[src/rtl/bcd_pkg.sv]
// Shared types and constants for the BCD partial-product accumulator.
package bcd_pkg;

    // One packed BCD digit.
    typedef logic [3:0] bcd_digit_t;

    // Largest legal BCD digit value.
    localparam bcd_digit_t BCD_MAX = 4'd9;

    // Accumulator control states.
    typedef enum logic [1:0] {
        IDLE = 2'd0,
        ADD  = 2'd1,
        DONE = 2'd2
    } acc_state_t;

endpackage

[src/rtl/bcd_digit_add.sv]
// Single-digit BCD adder: a + b + carry_in -> digit and decimal carry.
// Sums above 9 are wrapped by subtracting 10. Illegal input digits are not
// rejected; they follow the same rule.
module bcd_digit_add
    import bcd_pkg::*;
(
    input  bcd_digit_t a_i,
    input  bcd_digit_t b_i,
    input  logic       cin_i,
    output bcd_digit_t sum_o,
    output logic       cout_o
);

    logic [4:0] raw_sum;
    logic [4:0] adj_sum;

    // Binary sum followed by the decimal correction.
    always_comb begin
        raw_sum = {1'b0, a_i} + {1'b0, b_i} + {4'b0000, cin_i};
        adj_sum = raw_sum - 5'd10;
        if (raw_sum > {1'b0, BCD_MAX}) begin
            sum_o  = adj_sum[3:0];
            cout_o = 1'b1;
        end else begin
            sum_o  = raw_sum[3:0];
            cout_o = 1'b0;
        end
    end

endmodule

[src/rtl/bcd_pp_accumulator.sv]
// Digit-serial decimal accumulator.
// Each shifted BCD partial product is added into the accumulator one digit
// per clock. The adder is shared by all digit positions.
// The result is offered on a valid/ready port after the last partial product.
// Optional build macro BCD_ACC_CHECK_EN adds a sticky err_bcd output.
// err_bcd flags any accepted partial-product digit above 9.
module bcd_pp_accumulator
    import bcd_pkg::*;
#(
    parameter int N_DIGITS   = 5,
    parameter int ACC_DIGITS = 10,
    localparam int SHIFT_W   = $clog2(ACC_DIGITS)
) (
    input  logic                    clk,
    input  logic                    rst,
    input  logic                    pp_valid,
    output logic                    pp_ready,
    input  logic [4*N_DIGITS-1:0]   pp_data,
    input  logic [SHIFT_W-1:0]      pp_shift,
    input  logic                    pp_last,
    output logic                    res_valid,
    input  logic                    res_ready,
    output logic [4*ACC_DIGITS-1:0] res_data,
    output logic                    res_overflow
`ifdef BCD_ACC_CHECK_EN
    ,
    output logic                    err_bcd
`endif
);

    // Digit index must count through a full ripple across the accumulator.
    // The position adds shift and index with headroom.
    localparam int IDX_W = $clog2(ACC_DIGITS) + 1;
    localparam int P_W   = SHIFT_W + IDX_W + 1;

    acc_state_t              state_q, state_d;
    bcd_digit_t              acc_q [ACC_DIGITS];
    logic [4*N_DIGITS-1:0]   pp_data_q;
    logic [SHIFT_W-1:0]      shift_q;
    logic                    last_q;
    logic [IDX_W-1:0]        idx_q, idx_d;
    logic                    carry_q, carry_d;
    logic                    ovf_q, ovf_d;

    logic                    accept;
    logic                    acc_we;
    logic                    acc_clr;
    logic [P_W-1:0]          pos;
    logic                    in_range;
    bcd_digit_t              acc_digit;
    bcd_digit_t              pp_digit;
    bcd_digit_t              sum_digit;
    logic                    sum_carry;

    assign accept    = (state_q == IDLE) && pp_valid;
    assign pp_ready  = (state_q == IDLE);
    assign res_valid = (state_q == DONE);
    assign res_overflow = ovf_q;

    assign pos      = P_W'(shift_q) + P_W'(idx_q);
    assign in_range = (pos < P_W'(ACC_DIGITS));

    // Select the accumulator digit at the current position.
    // Out-of-range positions read 0.
    always_comb begin
        acc_digit = '0;
        for (int k = 0; k < ACC_DIGITS; k++) begin
            if (pos == P_W'(k)) begin
                acc_digit = acc_q[k];
            end
        end
    end

    // Select partial-product digit i; indices past the operand contribute 0.
    always_comb begin
        pp_digit = '0;
        for (int k = 0; k < N_DIGITS; k++) begin
            if (idx_q == IDX_W'(k)) begin
                pp_digit = pp_data_q[4*k +: 4];
            end
        end
    end

    bcd_digit_add u_digit_add (
        .a_i    (acc_digit),
        .b_i    (pp_digit),
        .cin_i  (carry_q),
        .sum_o  (sum_digit),
        .cout_o (sum_carry)
    );

    // Next-state logic: handshakes, digit stepping, carry ripple and overflow.
    always_comb begin
        state_d = state_q;
        idx_d   = idx_q;
        carry_d = carry_q;
        ovf_d   = ovf_q;
        acc_we  = 1'b0;
        acc_clr = 1'b0;
        case (state_q)
            IDLE: begin
                if (pp_valid) begin
                    idx_d   = '0;
                    carry_d = 1'b0;
                    state_d = ADD;
                end
            end
            ADD: begin
                idx_d = idx_q + IDX_W'(1);
                if (in_range) begin
                    acc_we  = 1'b1;
                    carry_d = sum_carry;
                    // A carry out of the top digit has nowhere to go.
                    if (sum_carry && (pos == P_W'(ACC_DIGITS - 1))) begin
                        ovf_d = 1'b1;
                    end
                end else begin
                    // Digits shifted past the top are dropped.
                    // Any nonzero value lost this way is overflow.
                    carry_d = 1'b0;
                    if ((pp_digit != '0) || carry_q) begin
                        ovf_d = 1'b1;
                    end
                end
                // Leave after the operand digits once no carry remains to ripple.
                // A carry at the top digit has already been counted as overflow.
                if ((idx_q >= IDX_W'(N_DIGITS - 1)) &&
                    (!carry_d || (pos >= P_W'(ACC_DIGITS - 1)))) begin
                    state_d = last_q ? DONE : IDLE;
                end
            end
            DONE: begin
                if (res_ready) begin
                    acc_clr = 1'b1;
                    ovf_d   = 1'b0;
                    state_d = IDLE;
                end
            end
            default: begin
                state_d = IDLE;
            end
        endcase
    end

    // Control registers: state, digit index, carry and sticky overflow.
    always_ff @(posedge clk) begin
        if (rst) begin
            state_q <= IDLE;
            idx_q   <= '0;
            carry_q <= 1'b0;
            ovf_q   <= 1'b0;
        end else begin
            state_q <= state_d;
            idx_q   <= idx_d;
            carry_q <= carry_d;
            ovf_q   <= ovf_d;
        end
    end

    // Capture the offered partial product on acceptance.
    always_ff @(posedge clk) begin
        if (rst) begin
            pp_data_q <= '0;
            shift_q   <= '0;
            last_q    <= 1'b0;
        end else if (accept) begin
            pp_data_q <= pp_data;
            shift_q   <= pp_shift;
            last_q    <= pp_last;
        end
    end

    // Accumulator digits are written only at the current position.
    // Each digit is also exposed directly on the result bus.
    genvar gi;
    generate
        for (gi = 0; gi < ACC_DIGITS; gi++) begin : g_acc
            // Digit register: cleared by reset or result handshake, else written when addressed.
            always_ff @(posedge clk) begin
                if (rst || acc_clr) begin
                    acc_q[gi] <= '0;
                end else if (acc_we && (pos == P_W'(gi))) begin
                    acc_q[gi] <= sum_digit;
                end
            end
            assign res_data[4*gi +: 4] = acc_q[gi];
        end
    endgenerate

`ifdef BCD_ACC_CHECK_EN
    logic err_q;
    logic bad_digit;

    // Flag any non-decimal digit in the offered partial product.
    always_comb begin
        bad_digit = 1'b0;
        for (int k = 0; k < N_DIGITS; k++) begin
            if (pp_data[4*k +: 4] > BCD_MAX) begin
                bad_digit = 1'b1;
            end
        end
    end

    // Sticky error flag: set on acceptance of a bad digit, cleared with the result.
    always_ff @(posedge clk) begin
        if (rst || acc_clr) begin
            err_q <= 1'b0;
        end else if (accept && bad_digit) begin
            err_q <= 1'b1;
        end
    end

    assign err_bcd = err_q;
`endif

endmodule

[config.mk]
export PLATFORM = sky130hd
export DESIGN_NAME = bcd_pp_accumulator
export DESIGN_NICKNAME = d
export VERILOG_FILES = /design/src/rtl/bcd_pkg.sv /design/src/rtl/bcd_digit_add.sv /design/src/rtl/bcd_pp_accumulator.sv
export SDC_FILE = /design/constraint.sdc
export NUM_CORES = 1
export LEC_CHECK = 0
export CAP_MARGIN = 20
export CORE_UTILIZATION = 55
export CTS_BUF_LIST = sky130_fd_sc_hd__clkbuf_8
export DETAILED_ROUTE_END_ITERATION = 10
export PLACE_DENSITY = 0.83
export SLEW_MARGIN = 20
export SYNTH_ARGS = -nofsm -noshare
export SYNTH_HDL_FRONTEND = slang
export SYNTH_SLANG_ARGS = --single-unit
export TNS_END_PERCENT = 30
[constraint.sdc]
create_clock -name clk -period 6.8 [get_ports clk]
set_input_delay 0.68 -clock clk [delete_from_list [all_inputs] [get_ports clk]]
set_output_delay 0.68 -clock clk [all_outputs]
set_load 0.01 [all_outputs]
==> Word-level counts from Yosys, hierarchy flattened <==
Memories as Yosys holds them, arrays and structs flattened.
Index checks and enable logic that the tools add are counted.
{ "op_classes": {"mul": 0, "div_mod_pow": 0, "addsub": 5, "mux": 79, "n_lt_le_gt_ge": 4, "eq_ne": 20, "bitwise_logic": 10, "n_shift": 0, "n_reduce_logical": 26} }
{ "ops": {"columns": ["op", "count"], "rows": [
  ["4-bit 2-to-1 mux", 26],
  ["1-bit 2-to-1 mux", 44],
  ["6-bit by 3-bit == test with 1-bit output, second input constant", 4],
  ["1-bit logical AND", 13],
  ["6-bit by 2-bit == test with 1-bit output, second input constant", 2],
  ["6-bit by 4-bit == test with 1-bit output, second input constant", 2],
  ["5-bit by 2-bit == test with 1-bit output, second input constant", 2],
  ["10-bit zero test", 1],
  ["1-bit OR", 10],
  ["5-bit case mux with 2 select lines", 1],
  ["2-bit 2-to-1 mux", 4],
  ["4-bit by 5-bit adder with 6-bit output", 1],
  ["6-bit by 1-bit == test with 1-bit output, second input constant", 1],
  ["6-bit by 4-bit greater-or-equal comparator with 1-bit output, second input constant", 1],
  ["6-bit by 4-bit < comparator with 1-bit output, second input constant", 1],
  ["3-bit != test, second input constant", 2],
  ["2-bit case mux with 3 select lines", 1],
  ["4-bit by 4-bit adder with 5-bit output", 1],
  ["5-bit by 1-bit adder with 5-bit output", 1],
  ["5-bit by 1-bit adder with 5-bit output, second input constant", 1],
  ["5-bit by 1-bit == test with 1-bit output, second input constant", 1],
  ["5-bit by 3-bit == test with 1-bit output, second input constant", 1],
  ["5-bit by 3-bit greater-or-equal comparator with 1-bit output, second input constant", 1],
  ["5-bit by 4-bit greater-than comparator with 1-bit output, second input constant", 1],
  ["16 further kinds", 21]
]} }
{ "word_totals": {"elab_cells": 152, "mem_bits_rw": 40, "latchBits": 0, "inputBits": 29, "mem_count": 1, "reg_bits": 34, "romBits": 0, "out_inout_bits": 43} }
{ "mem_list": {"columns": ["memory", "depth", "width", "read_ports", "rd_clocked_by_memory_dff", "wr", "line_no", "source"], "rows": [
  ["acc_q", 10, 4, 10, 0, 10, "bcd_pp_accumulator.sv:37", "bcd_digit_t acc_q [ACC_DIGITS];"]
]} }

==> Depth between registers and ports, before layout <==
{ "logic_depth": {"ltp_word": 23, "depth_mapped": 17, "depth_no_buf": 16} }

==> Hierarchy <==
Synthesis repeated with hierarchy kept, for this count alone.
{ "hier_totals": {"cells_unflattened": 393, "hier_area_um2": 3967.6} }
{ "by_module_without_submodules": {"columns": ["mod", "seq_area_each_um2", "instances", "cells_each", "area_each_um2"], "rows": [
  ["bcd_pp_accumulator", 1881.8, 1, 371, 3756.1],
  ["bcd_digit_add", 0.0, 1, 22, 211.5]
]} }

==> Worst setup path before layout <==
Ideal clock, no wire load.
{ "synth_timing": {"path_kind": "reg-to-reg", "start": "register idx_q[0]", "end": "memory acc_q[0][3] (netlist bit) (data pin)", "n_path_buf": 1, "stages_incl_launch_ff": 17, "t_arrival_ns": 4.661, "setup_ns": 0.270, "t_required_ns": 6.530, "period_less_slack_ns": 4.931, "path_slack_ns": 1.869, "path_cell_list": "dfxtp_1 ha_1 fa_1 and2b_2 nand3_1 a31oi_1 nand3_1 o22ai_1 a22oi_1 fa_1 fa_1 xnor2_1 ha_1 o41ai_4 a21bo_2 clkbuf_1 nor2_1"} }
{ "synth_rtl": {"columns": ["item", "line_no", "source"], "rows": [
  ["start, declared", "bcd_pp_accumulator.sv:41", "logic [IDX_W-1:0] idx_q, idx_d;"],
  ["start signal, assigned", "bcd_pp_accumulator.sv:154", "idx_q <= idx_d;"],
  ["end, declared", "bcd_pp_accumulator.sv:37", null]
]} }

==> flow_metrics.py <==
metrics = {
    "yosys": {
        "synth_top_area_cell": "edfxtp_1",
        "syn-num-nets": 454,
        "synth.top_cell.area_share_pct": 29.7,
        "netlist_area_um2": 4050,
        "synth_seq_cells": 74,
        "synth_edf_count": 40,
        "synth_cell_types": 62,
        "synthArstFlopShare_pct": 0,
        "synthFlopType": "edfxtp_1",
        "yosys-top-cells-area": "edfxtp_1 30%, dfxtp_1 17%, nand2_1 5.2%",
        "syn_area_per_cell_um2": 9.87,
        "syn_inst": 410,
        "ys_warn_count": 0,
        "synth_seq_area_share_pct": 46.5,
    },
    "pwr": {
        "power.density_nw_per_um2": 250,
        "power.total_mw": 1.26,
        "ir_drop_v": 0.000174,
        "p_leak_nw": 1.84,
    },
    "layout": {
        "finalNetCount": 517,
        "seqCellArea_um2": 1880,
        "final_cell_area_um2": 5030,
        "final_common_cell": "clkdlybuf4s50_1",
        "instances_no_fill": 574,
        "final_cell_mix": "71 x clkdlybuf4s50_1, 56 x nand2_1, 40 x nor2_1, 40 x edfxtp_1, 37 x a21oi_1",
        "multi_input_area_um2": 2030,
        "antenna_cells": 0,
        "drive_above_1_share_pct": 10.5,
        "area_growth_pct": 24.4,
        "n_fill_cell": 503,
    },
    "route": {
        "drt_first_pass_iters": 5,
        "vias_per_cell": 6.18,
        "route.detailed.drc": 0,
        "drt_iter0_drc": 286,
        "routed_wl_mm": 10.7,
        "antenna_left": 0,
        "wl_per_cell_um": 18.6,
        "vias": 3547,
    },
    "placed_design": {
        "place_ws_ns": 1.30,
        "dp_cells": 558,
        "hpwl_mm": 7.62,
        "place_area_um2": 4790,
        "place_congestion": 0.926,
        "io_buffers": 71,
    },
    "global_routing": {
        "grt_pass1_wl_mm": 16.9,
        "first_global_vias": 3273,
        "grt_use_total_pct": 29.4,
        "grt_max_degree": 37,
        "grt_overflow": 0,
        "antenna_found_initial": 0,
    },
    "die": {
        "die_width_um": 87.8,
        "chipHeight_um": 87.8,
        "num_rows": 30,
        "die_area_um2": 7700,
        "start_util_pct": 58.3,
        "io_pins": 72,
        "core_area_um2": 6940,
    },
    "setup_path": {
        "cp_data_arrival_time_ns": 5.66,
        "worst_setup_path_start_kind": "register",
        "cp_max_fo": 8,
        "crit_type": "register to register",
        "worstPathRequired_ns": 6.88,
        "r2r_slack_ns": 1.21,
        "end_kind": "register",
    },
    "clock_network": {
        "clock_path_buffers": 2,
        "tritoncts": "built",
        "hold_buffers": 0,
        "htreeDepth": 3,
        "numCtsBuffers": 9,
        "cts-resized-gates": 0,
        "cts_sinks": 74,
        "clk_pin_slew_ns": 0.08,
        "clock_latency_ns": 0.36,
        "cts_root_buf": "clkbuf_8",
        "post_cts_buffers": 0,
    },
    "flow_run": {
        "maxCapViolations": 0,
    },
    "timing": {
        "finalSetupViolCount": 0,
        "timing.setup.tns_ns": 0,
        "final-hold-violation-count": 0,
        "period_share_pct": 82.2,
        "relSlewSlack_pct": 33.9,
        "finalWorstSetupSlack_ns": 1.21,
        "rsz0062_at_grt": "false",
        "fin_skew_ns": 0.0126,
        "maxSlewViolCount": 0,
        "worst_slew_pin_slew_ns": 0.992,
        "max_freq_ghz": 0.179,
        "min_period_ns": 5.59,
    },
    "run_status": {
        "status": "complete, no violations",
    },
    "min_path": {
        "worstHoldPathType": "register to register",
    },
}
[power by group]
group	internal (mW)	switching, mW
clock	0.252	0.168
sequential	0.493	0.0155
combinational	0.125	0.206
total	0.871	0.390
[worst paths after layout]
path / cells after the start / start / end
setup / recovery: 16 / idx_q[0]$_SDFFE_PP0P_ / acc_q[7][1]$_SDFFCE_PN0P_
hold / removal: 2 / pp_data_q[1]$_SDFFE_PP0P_ / pp_data_q[1]$_SDFFE_PP0P_
setup reg to reg: 16 / idx_q[0]$_SDFFE_PP0P_ / acc_q[7][1]$_SDFFCE_PN0P_
hold reg to reg: 2 / pp_data_q[1]$_SDFFE_PP0P_ / pp_data_q[1]$_SDFFE_PP0P_
[through the flow]
stage	utilization (%)	hold WS, ns
final	72.5	0.457
after floorplan	-	0.432
after CTS	72.5	0.457
after detailed placement	69.0	0.446
after global placement	69.0	0.443
after global routing	72.5	0.479
[synthesized netlist by cell type, types with 3 or more instances]
master,number
nand2_1,56
edfxtp_1,40
nor2_1,40
a21oi_1,37
dfxtp_1,34
clkbuf_1,15
nor2b_1,15
nor3_1,13
ha_1,12
nand3_1,10
o21ai_0,10
inv_1,8
a22oi_1,7
nand2b_1,7
nor4_1,7
nor4_2,6
a221oi_1,5
mux4_2,5
o31ai_1,5
a211oi_1,4
a31oi_1,4
mux2_2,4
a221o_1,3
and3_1,3
buf_6,3
fa_1,3
mux2i_1,3
nand3b_1,3
nor2_2,3
o22ai_1,3
[area by class of cell]
| class | count | share of cell area, % |
|---|---|---|
| Clock buffer | 10 | 2.73 |
| Sequential cell | 74 | 37.4 |
| Tap cell | 96 | 2.39 |
| Inverter | 8 | 0.596 |
| Clock inverter | 6 | 2.09 |
| Multi-Input combinational cell | 306 | 40.3 |
| Timing Repair Buffer | 74 | 14.6 |
[worst max-delay path: stages, from the launching register on]
cell and delay [ns]:
dfxtp_1 0.38, ha_1 0.24, fa_1 0.45, and2b_2 0.30, nand3_1 0.15, a31oi_1 0.61
nand3_1 0.27, o22ai_1 0.24, a22oi_1 0.13, fa_1 0.44, fa_1 0.42, xnor2_1 0.18
ha_1 0.27, o41ai_4 0.55, xnor2_1 0.36, buf_4 0.26, nor4_1 0.06
[metal layers]
layer,share of wire (%),vias to the layer above,global-route usage [%]
met4,2.1,0,10.9
met3,7.6,22,5.84
li1,-,1639,-
met5,0,-,0
met1,45,1718,42.5
met2,46,168,43.9
[registers in the layout (all words and copies together) (netlist names)]
name / cells
shift_q: 4
state_q: 2
last_q: 1
carry_q: 1
res_overflow: 1
idx_q: 5
acc_q: 40
pp_data_q: 20
[cell families after synthesis]
kind of cell	after synthesis	share of synthesized area [%]
and+or+nand+nor	181	23.3
xor gates and xnor gates	2	0.433
DFF	74	46.5
muxes	12	4.64
buffers and inverters	30	3.40
AOI/OAI and AO/OA	96	16.5
adders and majority gates	15	5.19
(Power assumes the default switching activity.)
==> RTL edit (same settings) <==
Register the output `res_overflow` once more, cleared by the reset; this adds one clock of latency there. The other outputs are not delayed to match.
--- a/src/rtl/bcd_pp_accumulator.sv
+++ b/src/rtl/bcd_pp_accumulator.sv
@@ -56,5 +56,11 @@
     assign pp_ready  = (state_q == IDLE);
     assign res_valid = (state_q == DONE);
-    assign res_overflow = ovf_q;
+    always_ff @(posedge clk) begin
+        if (rst) begin
+            res_overflow <= '0;
+        end else begin
+            res_overflow <= ovf_q;
+        end
+    end
 
     assign pos      = P_W'(shift_q) + P_W'(idx_q);
Formal check against the unedited RTL: not equivalent (Yosys sat finds a counterexample within 4 cycles, from zero or initial values and one cycle with rst high).
==> RTL edit against the unedited design <==
Largest power group unchanged. Sequential power increased by 2%. Routed wire length decreased by 3.1%. Fmax decreased by 1.7%. Cell area increased by 0.67%. Sequential cell count increased by 1. Setup slack got worse by 0.099 ns. Power decreased by 8.4%. Global-route usage decreased by 1.5 points. Synthesized area increased by 2.4%.
==> RTL edit: results (changes against the unedited design) <==
| Metric | Value |
|---|---|
| Status | `finished clean` |
| First-pass GRT wire length | `16,500 um (-2.5%)` |
| WP data arrival | `5.77 ns (+0.11 ns)` |
| Post-synthesis sequential area ratio | `0.459 (-0.00598)` |
| Cell variety after synth | `58 (-6.5%)` |
| Final Total Pwr | `1.15 mW (-8.4%)` |
| Share of cells above drive strength 1 | `0.0945 (-0.0101)` |
| Switch Pwr | `0.389 mW (-0.13%)` |
| Non-clock buffers | `75 (+1.4%)` |
| Hold Path End | `pp_data_q[13]` |
| Inverter count | `9 (+1)` |
| Vias | `3,636 (+2.5%)` |
| Reg2reg setup slack | `1.11 ns (-0.10 ns)` |
| Ys Warns | `0 (unchanged)` |
| Comb pwr share | `0.285 (+0.022)` |
| All-Layer GR Usage | `0.279 (-0.0150)` |
| GPL Wtd Cong | `0.951 (+2.7%)` |
| Clock-cell share | `0.0336 (-0.0146)` |
| Synth area leaders | `edfxtp_1, dfxtp_1, nand2_1` |
| Post_cts resized | `0 (unchanged)` |
| Fillers | `577 (+15%)` |
| Worst-Margin Slew | `0.898 ns (-0.0936 ns)` |
| CP max stage delay | `0.75 ns (+0.14 ns)` |
| Initial drt markers | `210 (-27%)` |
| Sequential Area | `1900 um2 (+1.1%)` |
| Multi-input gates | `333 (+8.8%)` |
| P_clk | `0.305 mW (-27%)` |
| Syn nets | `484 (+6.6%)` |
| Leakage | `1.77 nW (-3.4%)` |
| Final Net Count | `547 (+5.8%)` |
| Cts bufs inserted | `9 (unchanged)` |
| Critical Path End | `acc_q[1][3]` |
| Slowest CP cell | `xor2_1` |
| VDD IR-drop max | `0.160 mV (-7.5%)` |
| Clock skew | `0.0159 ns (+0.00326 ns)` |
| Synth top cells by count | `nand2_1, a21oi_1, nor2_1` |
| #FFs+latches synth | `75 (+1.4%)` |
| Hold Path Origin | `pp_data_q[13]` |
| Final WL | `10,400 um (-3.1%)` |
| Multi-input gate area | `2100 um2 (+3.5%)` |
| Buffering overhead | `0.146 (+0.000511)` |
| Crit-path max FO | `13 (+5)` |
[RTL edit: cell types whose count changed in the layout (fill, tap and decap cells not counted), moves of 5 or more]
cell	delta
nand2_1	+18
a21oi_1	+8
nor4_1	-7
nor3_1	+6
nor3_2	+6
o21ai_1	+6
o21ai_0	+5
[RTL edit: layer usage]
layer  part of all wire  vias to the layer above  track usage
met3              0.067                       11       0.0560
met2               0.50                      163        0.487
met4              0.012                        0       0.0880
li1                   -                     1726            -
met5                  0                        -            0
met1               0.42                     1736        0.348
[RTL edit: logic make-up (layout without fill, tap and decap cells)]
group / count (synthesis) / count (layout) / synth area share
simple gates: 198 / 198 / 0.242
flops: 75 / 75 / 0.459
buf+inv: 32 / 100 / 0.0344
xor+xnor: 4 / 4 / 0.00846
mux: 9 / 9 / 0.0399
fa+ha+maj: 15 / 15 / 0.0507
compound gates: 107 / 107 / 0.166
[RTL edit: worst register-to-register path, stage by stage, from the launching register on]
cell	delay [ns]
dfxtp_1	0.37
ha_1	0.26
fa_1	0.50
xor2_1	0.75
nor2_1	0.11
o221ai_1	0.22
nor2_1	0.16
a221oi_1	0.35
nor2_1	0.10
fa_1	0.44
fa_1	0.42
xnor2_1	0.18
ha_1	0.27
o41ai_4	0.54
a21boi_0	0.25
o21ai_4	0.42
nor3_2	0.08
[RTL edit: per-stage QoR]
step,hold WS [ns],cells,setup slack [ns],area (um2)
after floorplan,0.432,440,1.93,4140
final,0.458,607,1.11,5070
after global placement,0.441,591,1.48,4900
after detailed placement,0.447,591,1.19,4900
after global routing,0.473,607,0.859,5070
after CTS,0.457,607,1.16,5070
